--- src/rtl/debounce_filter.sv ---
// Two-flop synchroniser plus four-state stability qualifier for a bouncing
// level input; db_out only moves once the new level has held long enough.
module debounce_filter #(
  parameter int unsigned DEBOUNCE_CNT = 500000,
  parameter int unsigned CNT_W        = 20
) (
  input  logic clk,
  input  logic reset,
  input  logic raw_in,
  output logic db_out,
  output logic settling
);

  typedef enum logic [1:0] {
    S_LO,
    WAIT_HI,
    S_HI,
    WAIT_LO
  } state_e;

  localparam logic [CNT_W-1:0] CNT_LAST = CNT_W'(DEBOUNCE_CNT - 1);

  logic             sync1_q;
  logic             sync2_q;
  state_e           state_q;
  state_e           state_d;
  logic [CNT_W-1:0] cnt_q;
  logic [CNT_W-1:0] cnt_d;
  logic             db_q;
  logic             db_d;
  logic             settling_q;
  logic             settling_d;

  always_ff @(posedge clk) begin
    if (reset) begin
      sync1_q    <= 1'b0;
      sync2_q    <= 1'b0;
      state_q    <= S_LO;
      cnt_q      <= '0;
      db_q       <= 1'b0;
      settling_q <= 1'b0;
    end else begin
      sync1_q    <= raw_in;
      sync2_q    <= sync1_q;
      state_q    <= state_d;
      cnt_q      <= cnt_d;
      db_q       <= db_d;
      settling_q <= settling_d;
    end
  end

  // An opposite sample during a WAIT state drops all accumulated credit.
  always_comb begin
    state_d = state_q;
    cnt_d   = cnt_q;
    unique case (state_q)
      S_LO: begin
        if (sync2_q) begin
          state_d = WAIT_HI;
          cnt_d   = '0;
        end
      end
      WAIT_HI: begin
        if (!sync2_q) begin
          state_d = S_LO;
          cnt_d   = '0;
        end else if (cnt_q == CNT_LAST) begin
          state_d = S_HI;
          cnt_d   = '0;
        end else begin
          cnt_d = cnt_q + CNT_W'(1);
        end
      end
      S_HI: begin
        if (!sync2_q) begin
          state_d = WAIT_LO;
          cnt_d   = '0;
        end
      end
      WAIT_LO: begin
        if (sync2_q) begin
          state_d = S_HI;
          cnt_d   = '0;
        end else if (cnt_q == CNT_LAST) begin
          state_d = S_LO;
          cnt_d   = '0;
        end else begin
          cnt_d = cnt_q + CNT_W'(1);
        end
      end
      default: begin
        state_d = S_LO;
        cnt_d   = '0;
      end
    endcase
  end

  // Outputs are registered copies of the next-state decode.
  always_comb begin
    db_d       = (state_d == S_HI) || (state_d == WAIT_LO);
    settling_d = (state_d == WAIT_HI) || (state_d == WAIT_LO);
  end

  assign db_out   = db_q;
  assign settling = settling_q;

endmodule

--- config.mk ---
export PLATFORM = sky130hd
export DESIGN_NAME = debounce_filter
export DESIGN_NICKNAME = d
export VERILOG_FILES = /design/src/rtl/debounce_filter.sv
export SDC_FILE = /design/constraint.sdc
export NUM_CORES = 1
export LEC_CHECK = 0
export ABC_AREA = 1
export CAP_MARGIN = 10
export CELL_PAD_IN_SITES_DETAIL_PLACEMENT = 1
export CELL_PAD_IN_SITES_GLOBAL_PLACEMENT = 1
export CORE_MARGIN = 3
export CORE_UTILIZATION = 43
export DETAILED_ROUTE_END_ITERATION = 8
export MAX_ROUTING_LAYER = met4
export PLACE_DENSITY = 0.89
export SLEW_MARGIN = 20
export SYNTH_ARGS = -nofsm -noshare
export SYNTH_HDL_FRONTEND = slang
export SYNTH_SLANG_ARGS = --single-unit
export TNS_END_PERCENT = 50
--- constraint.sdc ---
create_clock -name clk -period 1.8 [get_ports clk]
set_input_delay 0.36 -clock clk [delete_from_list [all_inputs] [get_ports clk]]
set_output_delay 0.36 -clock clk [all_outputs]
set_load 0.02 [all_outputs]
After elaboration in Yosys (flattened, before gate mapping)
Index checks and enable logic that the tools add are counted.
{ "op_classes": {"addsub": 1, "eq_ne": 9, "mux": 13, "n_reduce_logical": 4} }
{ "ops": {"columns": ["cell", "n"], "rows": [
  ["20-bit two-way mux", 5],
  ["20-bit one-hot mux with 4 select lines", 1],
  ["20-bit by 1-bit adder with 20-bit output, second input constant", 1],
  ["20-bit by 19-bit == test with 1-bit output, second input constant", 1],
  ["2-bit two-way mux", 6],
  ["2-bit == test, second input constant", 4],
  ["2-bit one-hot mux with 4 select lines", 1],
  ["2-bit by 1-bit == test with 1-bit output, second input constant", 2],
  ["2-bit != test, second input constant", 2],
  ["2-bit zero test", 1],
  ["1-bit logical OR", 2],
  ["2-bit AND reduction", 1]
]} }
{ "word_totals": {"regBits": 26, "inputBits": 3, "out_inout_bits": 2, "elab_cells": 33} }

Depth between registers and ports, before layout
{ "logic_depth": {"word_depth": 6, "mapped_depth": 10, "mapped_depth_nobuf": 10} }

Least setup slack after synthesis
Ideal clock, no wire load.
{ "synth_timing": {"path_type": "reg2reg", "from": "reg cnt_q[0]", "to": "reg cnt_q[13]", "setup_ns": 0.115, "t_arrival_ns": 1.293, "t_required_ns": 1.685, "slack_ns": 0.393, "stages_incl_launch_ff": 10, "n_path_buf": 1, "period_less_slack_ns": 1.407, "path_cell_list": "dfxtp_1 -> ha_1 -> nand2_2 -> nor2_8 -> nand3_2 -> o21ai_2 -> nand2_2 -> nand2_2 -> buf_6 -> nor2_1"} }
{ "synth_via": {"elab_chain_len": 4, "elab_cells_between_ends": 6, "cone_classes": "add/sub (1); eq/ne (1); mux (4)"} }
{ "synth_rtl": {"columns": ["item", "line", "rtl"], "rows": [
  ["from (decl)", "27", "logic [CNT_W-1:0] cnt_q;"],
  ["from (signal assigned)", "46", "cnt_q <= cnt_d;"],
  ["20-bit by 1-bit adder with 20-bit output / 20-bit by 19-bit == test with 1-bit output (equally long branches)", null, null],
  ["20-bit two-way mux *", "67, 84", null],
  ["20-bit two-way mux, on equally long branches", "81, 64", null],
  ["20-bit one-hot mux with 4 select lines *", "56", "unique case (state_q)"]
]} }
Mark *: on every way between the ends. The rest lies on a longest branch, timed or not.
A chain may end at the register's enable or synchronous reset.

Worst setup path after layout
{ "layout_timing": {"from": "reg settling_q, in the netlist settling", "to": "out settling"} }
{ "layout_lines": {"columns": ["item", "line", "rtl"], "rows": [
  ["from (decl)", "31", "logic settling_q;"],
  ["from (signal assigned)", "48", "settling_q <= settling_d;"],
  ["to (decl)", "11", "output logic settling"]
]} }
No word-level cell between the ends.

==> results.toml <==
[cells_and_area]
antenna-diode-count = 0
design.final.nets = 214
layout-drive-gt1-share_pct = 13.4
number_of_fillers_in_the_final_layout = 408
synthToLayoutAreaGrowth_pct = 7.68
finalCoreUtilization_pct = 51.4

[timing]
report.final.setup_viol = 0
max_slew.worst_pin.slew_ns = 0.319
final.setup.tns_ns = 0
rsz0062_at_grt = "false"
timing_max_transition_violations_final = 0
period_needed_ns = 1.71
worst_slew_margin_rel_pct = 78.7
fin_worst_skew_ns = 0.00606
final_hold_viol_count = 0
timing.fmax_ghz = 0.585
layout_worst_path_cycle_share_pct = 95.0

[logic_synthesis]
ys_seq_area_share_pct = 36.1
yosysWarnings = 0
synth.cell_area_mm2 = 0.00139
syn-instance-count = 203
synthesis.nets = 207
yosys.cell_types.count = 29
post_synth.cell_area_avg_um2 = 6.82
number_of_storage_elements_in_the_synthesis_netlist = 25

[power]
power.combinational.fraction_pct = 4.7
power_per_cell_area_mw_per_mm2 = 582
p_clk_share_pct = 31.0
p_leak_nw = 0.649
power_switching_share_pct = 24.7
ir_worst_vdd_uv = 316
intPower_mw = 0.653
power.share.sequential_pct = 64.3
p_total_mw = 0.868
p_sw_mw = 0.215

[worst_setup_path]
max_stage_delay_ns = 0.63
worstSetupPathType = "reg -> out"
cp_data_required_time_ns = 1.44
arrival_ns = 1.35
cp_max_fo = 3
slowest_stage = "sky130_fd_sc_hd__clkdlybuf4s50_1"
critPathCaptureType = "output port"
cpLargestDelayFamily = "buffers and inverters"
sort_of_element_at_the_start_of_the_critical_path = "register"
worstPathBufferInverterCount = 1
critical_path.cell_chain = "clkdlybuf4s50_1"

[global_routing]
grt_pass1_wl_um = 5470
globalRouteOverflowTotal = 0
gr-max-usage-layer = "met2"
groute.layer.met3.usage_pct = 2.16
grt_pass1_vias = 1222
grt_util_all_layers_pct = 18.2
globalRouteMet1Util_pct = 21.8
grt_start_max_net_pins = 15
globalRouteMet2Util_pct = 31.0
initial_antenna_violation_count = 0

[placement]
gpl.final_weighted_congestion = 0.828
hpwlAfterDp_um = 2500
port_buffers = 4

[floorplan]
die_outline_area_mm2 = 0.00394
initial_util_pct = 47.8
die_h_um = 62.8
die-width_um = 62.8
pin_count = 5
core_mm2 = 0.00290
std_cell_rows = 19

[drt]
route.detailed.wl_per_inst_um = 12.5
postRouteWirelength_um = 3150
drc_violations = 0
vias = 1216
antenna_left = 0
drt_pre_antenna_iters = 4
drt_first_iter_violations = 43
via_per_inst = 4.84

[clock_tree]
path_clk_slew_ns = 0.14
clock_network_latency_to_the_later_pin_of_the_worst_skew_pair_ns = 0.34
numCtsBuffers = 3
postCtsSetupRepairBufs = 0
cts_htree_levels = 1
cts.path.max_buffers = 2
numClockSinks = 25
clock_tree_from_tritoncts = "built"
cts_root_buf = "sky130_fd_sc_hd__clkbuf_4"

[run_status]
status = "completed"

[worst_hold_path]
hp-class = "reg -> reg"

[job]
max_cap_violations = 0
cells in the final DEF, fill, tap and decap left out, types with 2 or more instances in the layout:
master,netlist,routed
sky130_fd_sc_hd__a21oi_1,5,5
sky130_fd_sc_hd__clkbuf_4,0,3
sky130_fd_sc_hd__clkdlybuf4s50_1,0,4
sky130_fd_sc_hd__dfxtp_1,25,25
sky130_fd_sc_hd__inv_1,28,28
sky130_fd_sc_hd__inv_2,3,3
sky130_fd_sc_hd__nand2_1,52,52
sky130_fd_sc_hd__nand2_2,7,6
sky130_fd_sc_hd__nand3_1,8,8
sky130_fd_sc_hd__nand3_2,2,2
sky130_fd_sc_hd__nand4_1,2,2
sky130_fd_sc_hd__nand4_2,2,2
sky130_fd_sc_hd__nor2_1,36,36
sky130_fd_sc_hd__nor2_2,4,4
sky130_fd_sc_hd__nor3_1,2,2
sky130_fd_sc_hd__o21ai_0,3,3
sky130_fd_sc_hd__o21ai_1,3,3
sky130_fd_sc_hd__o21bai_1,4,4
sky130_fd_sc_hd__xor2_1,4,4
logic make-up (layout without fill, tap and decap cells):
family / count (synthesis) / count (layout) / share of synthesized area, %
xor gates and xnor gates: 6 / 6 / 4.34
DFF: 25 / 25 / 36.1
AOI/OAI and AO/OA: 18 / 18 / 7.86
and+or+nand+nor: 119 / 119 / 40.5
buffers and inverters: 34 / 40 / 10.3
adders and majority gates: 1 / 1 / 0.903
through the flow:
step / hold WS [ns] / std cells / setup slack, ns / instance area [um^2]
detailed placement: 0.412 / 247 / 0.190 / 1460
finish: 0.430 / 251 / 0.0897 / 1490
global route: 0.463 / 251 / 0.0394 / 1490
floorplan: 0.388 / 203 / 0.393 / 1390
global placement: 0.399 / 247 / 0.289 / 1460
CTS: 0.431 / 251 / 0.0718 / 1490
state kept, by name (all words and copies together), names as in the netlist:
name      flops
cnt_q        20
db_out        1
settling      1
state_q       1
sync1_q       1
sync2_q       1
power by group through the flow:
| stage | clock network (mW) | logic (mW) | registers (mW) |
|---|---|---|---|
| CTS | 0.277 | 0.0393 | 0.558 |
| finish | 0.269 | 0.0410 | 0.558 |
| floorplan | 0 | 0.0299 | 0.571 |
| global placement | 0 | 0.0379 | 0.570 |
| global route | 0.302 | 0.0454 | 0.559 |
| detailed placement | 0 | 0.0391 | 0.570 |
repair_timing:
action | in CTS | in global routing
endpoints found under the setup margin | 0 | 1
hold buffers | 0 | 0
gates resized for setup | 0 | 1
final cells by class:
type | count | area [um^2] | share of cell area [%]
clock inverters | 1 | 5.00 | 0.336
repair buffers | 5 | 47.5 | 3.19
well taps | 42 | 52.6 | 3.52
inverters | 31 | 116 | 7.80
flip-flops and latches | 25 | 500 | 33.6
clock buffers | 3 | 22.5 | 1.51
multi-input cells | 144 | 747 | 50.1
Yosys cell counts:
| library cell | count | share of area [%] |
|---|---|---|
| sky130_fd_sc_hd__nand3_1 | 8 | 2.9 |
| sky130_fd_sc_hd__a21o_1 | 1 | 0.54 |
| sky130_fd_sc_hd__xnor2_1 | 1 | 0.63 |
| sky130_fd_sc_hd__or2_0 | 1 | 0.45 |
| sky130_fd_sc_hd__nor2_8 | 1 | 1.4 |
| sky130_fd_sc_hd__nand4_1 | 2 | 0.90 |
| sky130_fd_sc_hd__o21ai_0 | 3 | 1.1 |
| sky130_fd_sc_hd__nand2_2 | 7 | 3.2 |
| sky130_fd_sc_hd__xnor2_2 | 1 | 1.2 |
| sky130_fd_sc_hd__ha_1 | 1 | 0.90 |
| sky130_fd_sc_hd__xor2_1 | 4 | 2.5 |
| sky130_fd_sc_hd__dfxtp_1 | 25 | 36 |
| sky130_fd_sc_hd__o21ai_1 | 3 | 1.1 |
| sky130_fd_sc_hd__clkbuf_1 | 1 | 0.27 |
| sky130_fd_sc_hd__o21bai_1 | 4 | 2.2 |
| sky130_fd_sc_hd__nor2_4 | 1 | 0.81 |
| sky130_fd_sc_hd__nand2_1 | 52 | 14 |
| sky130_fd_sc_hd__a21oi_1 | 5 | 1.8 |
| sky130_fd_sc_hd__nand4_2 | 2 | 1.8 |
| sky130_fd_sc_hd__nand3_2 | 2 | 1.4 |
| sky130_fd_sc_hd__nor3_4 | 1 | 1.2 |
| sky130_fd_sc_hd__nor2_2 | 4 | 1.8 |
| sky130_fd_sc_hd__o21ai_2 | 1 | 0.63 |
| sky130_fd_sc_hd__inv_2 | 3 | 0.81 |
| sky130_fd_sc_hd__o21a_1 | 1 | 0.54 |
| sky130_fd_sc_hd__nor3_1 | 2 | 0.72 |
| sky130_fd_sc_hd__nor2_1 | 36 | 9.8 |
| sky130_fd_sc_hd__buf_6 | 2 | 1.6 |
| sky130_fd_sc_hd__inv_1 | 28 | 7.6 |
path summary, 6_finish.rpt:
kind                 start          to  slack (ns)  cells past startpoint
setup / recovery  settling    settling        0.09                      1
hold / removal     sync1_q     sync2_q        0.43                      2
setup reg to reg  cnt_q[0]  state_q[1]        0.23                      9
hold reg to reg    sync1_q     sync2_q        0.43                      2
tightest hold or removal path, stage by stage, from the launching register on:
cell and delay [ns]:
sky130_fd_sc_hd__dfxtp_1 0.32, sky130_fd_sc_hd__inv_1 0.05, sky130_fd_sc_hd__nor2_1 0.04
per-layer routing:
| layer | part of all wire [%] | up-vias | wire length, um |
|---|---|---|---|
| li1 | - | 631 | - |
| met1 | 48 | 574 | 1510 |
| met2 | 49 | 6 | 1540 |
| met3 | 1.4 | 5 | 44 |
| met4 | 1.7 | 0 | 54 |
| met5 | 0 | - | 0 |
Note: power is estimated with default switching activity, not from simulation.
